--- config.mk ---
export PLATFORM = sky130hd
export DESIGN_NAME = gate_sequencer
export DESIGN_NICKNAME = d
export VERILOG_FILES = /design/src/rtl/gate_sequencer.sv
export SDC_FILE = /design/constraint.sdc
export NUM_CORES = 1
export LEC_CHECK = 0
export BUFFER_PORTS_ARGS = -buffer_cell sky130_fd_sc_hd__buf_2
export CAP_MARGIN = 20
export CORE_MARGIN = 2
export CORE_UTILIZATION = 60
export DETAILED_ROUTE_END_ITERATION = 8
export PLACE_DENSITY = 0.82
export SLEW_MARGIN = 0
export SYNTH_ARGS = -nofsm -noshare
export SYNTH_HDL_FRONTEND = slang
export SYNTH_SLANG_ARGS = --single-unit
export TNS_END_PERCENT = 20
--- constraint.sdc ---
create_clock -name clk_i -period 5.6 [get_ports clk_i]
set_clock_uncertainty 0.05 [all_clocks]
set_input_delay 0.28 -clock clk_i [delete_from_list [all_inputs] [get_ports clk_i]]
set_output_delay 0.28 -clock clk_i [all_outputs]
set_load 0.01 [all_outputs]
--- src/rtl/gate_sequencer.sv ---
// Power-gate sequencer: enables N gates one at a time, disables them in reverse,
// waits for the sync feedback to echo each pattern and faults on a sync timeout.
module gate_sequencer #(
  parameter int N_GATES = 5,
  parameter int CNT_W   = 32,
  parameter int TIMEOUT = 0
) (
  input  logic               clk_i,
  input  logic               rst_n_i,
  input  logic               start_i,
  input  logic               stop_i,
  input  logic [CNT_W-1:0]   shift_i,
  input  logic [N_GATES-1:0] gate_sync_i,
  output logic [N_GATES-1:0] gate_en_o,
  output logic               busy_o,
  output logic               ready_o,
  output logic               fault_o
);

  typedef enum logic [2:0] {
    S_IDLE,
    S_RAMP_UP,
    S_ON,
    S_RAMP_DOWN,
    S_FAULT
  } state_t;

  localparam logic             TO_EN   = (TIMEOUT != 0);
  localparam logic [CNT_W-1:0] TO_LAST = CNT_W'(TIMEOUT - 1);
  localparam logic [CNT_W-1:0] CNT_ONE = CNT_W'(1);

  state_t             state_q, state_d;
  logic [N_GATES-1:0] gate_en_q, gate_en_d;
  logic [CNT_W-1:0]   cnt_q, cnt_d;
  logic [CNT_W-1:0]   to_cnt_q, to_cnt_d;
  logic [CNT_W-1:0]   shift_q, shift_d;
  logic               busy_q, busy_d;
  logic               ready_q, ready_d;
  logic               fault_q, fault_d;

  logic               match;
  logic               run_step;
  logic               run_miss;
  logic [N_GATES-1:0] stepped;

  assign match = (gate_sync_i == gate_en_q);

  // Down-steps drop the most recently enabled gate first.
  assign stepped = (state_q == S_RAMP_DOWN) ? {1'b0, gate_en_q[N_GATES-1:1]}
                                            : {gate_en_q[N_GATES-2:0], 1'b1};

  always_comb begin
    state_d   = state_q;
    gate_en_d = gate_en_q;
    cnt_d     = cnt_q;
    to_cnt_d  = to_cnt_q;
    shift_d   = shift_q;
    run_step  = 1'b0;
    run_miss  = 1'b0;

    case (state_q)
      S_IDLE: begin
        gate_en_d = '0;
        if (start_i && !stop_i) begin
          state_d  = S_RAMP_UP;
          shift_d  = shift_i;
          cnt_d    = '0;
          to_cnt_d = '0;
        end
      end
      S_RAMP_UP: begin
        if (stop_i) begin
          state_d  = S_RAMP_DOWN;
          shift_d  = shift_i;
          cnt_d    = '0;
          to_cnt_d = '0;
        end else if (match && (&gate_en_q)) begin
          state_d  = S_ON;
          cnt_d    = '0;
          to_cnt_d = '0;
        end else begin
          run_step = 1'b1;
        end
      end
      S_ON: begin
        if (stop_i) begin
          state_d  = S_RAMP_DOWN;
          shift_d  = shift_i;
          cnt_d    = '0;
          to_cnt_d = '0;
        end else if (match) begin
          to_cnt_d = '0;
        end else begin
          run_miss = 1'b1;
        end
      end
      S_RAMP_DOWN: begin
        if (start_i && !stop_i) begin
          state_d  = S_RAMP_UP;
          shift_d  = shift_i;
          cnt_d    = '0;
          to_cnt_d = '0;
        end else if (match && (gate_en_q == '0)) begin
          state_d  = S_IDLE;
          cnt_d    = '0;
          to_cnt_d = '0;
        end else begin
          run_step = 1'b1;
        end
      end
      S_FAULT: begin
        gate_en_d = '0;
        if (stop_i) begin
          state_d  = S_IDLE;
          cnt_d    = '0;
          to_cnt_d = '0;
        end
      end
      default: begin
        state_d   = S_IDLE;
        gate_en_d = '0;
        cnt_d     = '0;
        to_cnt_d  = '0;
      end
    endcase

    // Dwell counts matched cycles only; a mismatch stalls the step.
    if (run_step) begin
      if (match) begin
        to_cnt_d = '0;
        if (cnt_q == shift_q) begin
          gate_en_d = stepped;
          cnt_d     = '0;
        end else begin
          cnt_d = cnt_q + CNT_ONE;
        end
      end else begin
        run_miss = 1'b1;
      end
    end

    if (run_miss) begin
      if (TO_EN && (to_cnt_q == TO_LAST)) begin
        state_d   = S_FAULT;
        gate_en_d = '0;
        cnt_d     = '0;
        to_cnt_d  = '0;
      end else if (TO_EN) begin
        to_cnt_d = to_cnt_q + CNT_ONE;
      end
    end

    busy_d  = (state_d == S_RAMP_UP) || (state_d == S_RAMP_DOWN);
    ready_d = (state_d == S_ON);
    fault_d = (state_d == S_FAULT);
  end

  always_ff @(posedge clk_i or negedge rst_n_i) begin
    if (!rst_n_i) begin
      state_q   <= S_IDLE;
      gate_en_q <= '0;
      cnt_q     <= '0;
      to_cnt_q  <= '0;
      shift_q   <= '0;
      busy_q    <= 1'b0;
      ready_q   <= 1'b0;
      fault_q   <= 1'b0;
    end else begin
      state_q   <= state_d;
      gate_en_q <= gate_en_d;
      cnt_q     <= cnt_d;
      to_cnt_q  <= to_cnt_d;
      shift_q   <= shift_d;
      busy_q    <= busy_d;
      ready_q   <= ready_d;
      fault_q   <= fault_d;
    end
  end

  assign gate_en_o = gate_en_q;
  assign busy_o    = busy_q;
  assign ready_o   = ready_q;
  assign fault_o   = fault_q;

endmodule

==> results.json <==
{
  "status": "finished clean",
  "numCtsBuffers": 9,
  "period_share_pct": 48.51,
  "start_util_pct": 61.17,
  "grt_overflow_total": 0,
  "regArea_um2": 1877,
  "die_h_um": 86.77,
  "p_comb_share_pct": 29.5,
  "num_vias": 3266,
  "final_max_slew_viol_count": 0,
  "critical_path_class": "flip-flop to flip-flop",
  "routedWlPerCell_um": 16.85,
  "tns_ps": 0,
  "drtIter0Drc": 224,
  "drt-vias-per-instance": 6.116,
  "cp_data_arrival_time_ps": 2900,
  "fill_cells": 508,
  "cts_tree": "yes",
  "rrSetupSlack_ps": 2880,
  "die_area_um2": 7528,
  "finalSetupViolCount": 0,
  "sw_frac_of_total_pct": 30.45,
  "drive_above_1_share_pct": 24.23,
  "wirelength_mm": 8.997,
  "postCtsHoldBufs": 0,
  "placeableCoreArea_um2": 6719,
  "synth-edff-count": 0,
  "worstSetupEndpointType": "flip-flop",
  "clk_latency_ps": 350,
  "place.gp.congestion": 0.9190,
  "timing.rr.start": "state_q[2]$_DFF_PN0_",
  "setup.worst_path.start": "state_q[2]$_DFF_PN0_",
  "min_period_ps": 2717,
  "final_nets": 491,
  "ys.flop_type": "dfrtp_1",
  "portBuffers": 48,
  "max_freq_ghz": 0.3681,
  "syn_avg_cell_area_um2": 9.952,
  "cap_viol_max_count": 0,
  "rr_endpoint": "cnt_q[23]$_DFF_PN0_",
  "r2r_cells": 7,
  "hpwl_mm": 6.224,
  "synth_xor_area_share_pct": 9.589,
  "dp.cells": 518,
  "ant_nets": 0,
  "path_max_fanout": 38,
  "h-tree-depth": 3,
  "finalHoldViolations": 0,
  "synthAdderAreaFrac_pct": 0.3044,
  "synthDistinctLibCells": 48,
  "internal_power_mw": 1.331,
  "clock-sinks": 75,
  "netlist_top_cells_count": "dfrtp_1 (75), nand2_1 (52), xnor2_1 (41)",
  "p_sw_mw": 0.5825,
  "seqPwrFrac_pct": 41.2,
  "postSynthCellCount": 413,
  "p_leak_nw": 1.962,
  "stdcell_count": 534,
  "ios": 49,
  "post_cts_buffers": 0,
  "clkPwrFrac_pct": 29.3,
  "required_ps": 5780,
  "yosysTopAreaCellShare_pct": 45.66,
  "grt_pass1_wl_mm": 15.35,
  "synth.most_common_cell": "dfrtp_1",
  "rows": 30,
  "slew_headroom_pct": 37.82,
  "grt_max_degree": 76,
  "syn_nets": 455,
  "clk_pin_slew_ps": 80,
  "synthSimpleGateAreaFrac_pct": 20.12,
  "multi_input_area_um2": 2077,
  "synth_top_area_cell": "dfrtp_1",
  "peakVddDrop_mv": 0.3044,
  "yosysSeqAreaShare_pct": 45.66,
  "grt_use_total_pct": 26.46,
  "die_width_um": 86.77,
  "worstSetupStartpointType": "flip-flop",
  "syn_to_final_growth_pct": 12.15,
  "dr.pass1.iters": 5,
  "powerDensity_nw_per_um2": 415.0,
  "antenna_cells": 0,
  "worst_pin_slew_ps": 932.7,
  "root_buffer": "clkbuf_8",
  "synth.area.top_cells": "dfrtp_1 (46%), mux2_2 (9.6%), xnor2_1 (8.7%)",
  "synth_compound_area_share_pct": 10.14,
  "synth_top_family_by_area": "simple AND/OR/NAND/NOR gates",
  "synth.area.mux_share_pct": 10.32,
  "grt_pass1_vias": 3195,
  "postCtsResizedCells": 0,
  "crit_path_end": "cnt_q[23]$_DFF_PN0_",
  "antenna_found_initial": 0,
  "yosys_register_bits": 75,
  "async_flop_share_pct": 100.0,
  "cts_buffer_depth": 2,
  "whs_ps": 8.819,
  "drc": 0,
  "ys_warn_count": 0,
  "synthesis.area_um2": 4110,
  "hold_path.class": "input port to async pin",
  "rsz0062_at_grt": "no"
}
[critical path, stage by stage (launching register included)]
cell	delay, ps
dfrtp_1	480
nand3b_1	370
a211oi_1	390
o211ai_2	140
a21oi_2	130
buf_4	360
inv_1	290
o311ai_0	380
[state kept, by name, indices dropped and copies added, names as in the netlist]
register   count
state_q        3
ready_o        1
cnt_q         32
fault_o        1
gate_en_o      5
busy_o         1
shift_q       32
[power groups by stage]
stage | Combinational [mW] | Clock, mW | Sequential (mW)
6_report | 0.564 | 0.560 | 0.789
3_3_place_gp | 0.547 | 0 | 0.797
2_1_floorplan | 0.485 | 0 | 0.755
5_1_grt | 0.615 | 0.594 | 0.807
4_1_cts | 0.566 | 0.568 | 0.791
3_5_place_dp | 0.561 | 0 | 0.801
[kinds of logic after synthesis]
group / count (synthesis)
compound gates: 58
xor+xnor: 45
fa+ha+maj: 1
buf+inv: 31
flops: 75
mux: 38
simple gates: 165
[metal layers]
metal	GRT usage, %	part of all wire (%)	up-vias
li1	-	-	1539
met1	35.13	43	1567
met2	42.73	49	139
met3	5.238	5.9	21
met4	10.80	2.8	0
met5	0	0	-
[cell type report]
cell class	count	area share [%]
Multi-Input combinational cell	307	45.06
Sequential cell	75	40.72
Timing Repair Buffer	50	5.592
Clock buffer	12	3.366
Clock inverter	4	2.606
Tap cell	80	2.172
Inverter	6	0.4886
[worst min-delay path by stage]
stage,startpoint,to,slack [ps],cells past startpoint
after floorplan,rst_n_i,busy_o$_DFF_PN0_,-70,0
after global placement,rst_n_i,shift_q[13]$_DFFE_PN0P_,420,1
after detailed placement,rst_n_i,shift_q[13]$_DFFE_PN0P_,430,1
after CTS,rst_n_i,shift_q[13]$_DFFE_PN0P_,50,1
after global routing,rst_n_i,shift_q[13]$_DFFE_PN0P_,80,1
final,rst_n_i,shift_q[13]$_DFFE_PN0P_,9,1
[placed cells by master (no fill, tap or decap), types with 2 or more instances in the layout]
cell type,n
o211ai_1,2
dfrtp_1,75
or2_2,2
a22o_1,5
xor2_1,4
o21a_1,2
o311ai_0,2
and4_1,4
buf_4,3
nor3_1,5
o21ai_1,2
nor4_1,12
nor2b_1,6
inv_1,6
buf_2,47
mux2i_1,3
xnor2_1,41
nor2_1,26
nand2_1,52
nand3_1,23
a21oi_1,6
and2_1,3
a211oi_1,2
clkbuf_8,11
o21ai_0,20
bufinv_16,4
mux2_2,35
and3_1,6
nand4_1,21
a21o_1,4
a221o_1,2
[metrics by stage]
stage | worst slack [ps] | util [%] | power (mW) | cell area [um2]
after floorplan | 3487 | - | 1.241 | 4110
after global placement | 3039 | 64.51 | 1.344 | 4334
after detailed placement | 2949 | 64.51 | 1.362 | 4334
after CTS | 2925 | 68.60 | 1.925 | 4609
after global routing | 2635 | 68.60 | 2.016 | 4609
final | 2883 | 68.60 | 1.913 | 4609
(Power assumes the default switching activity.)
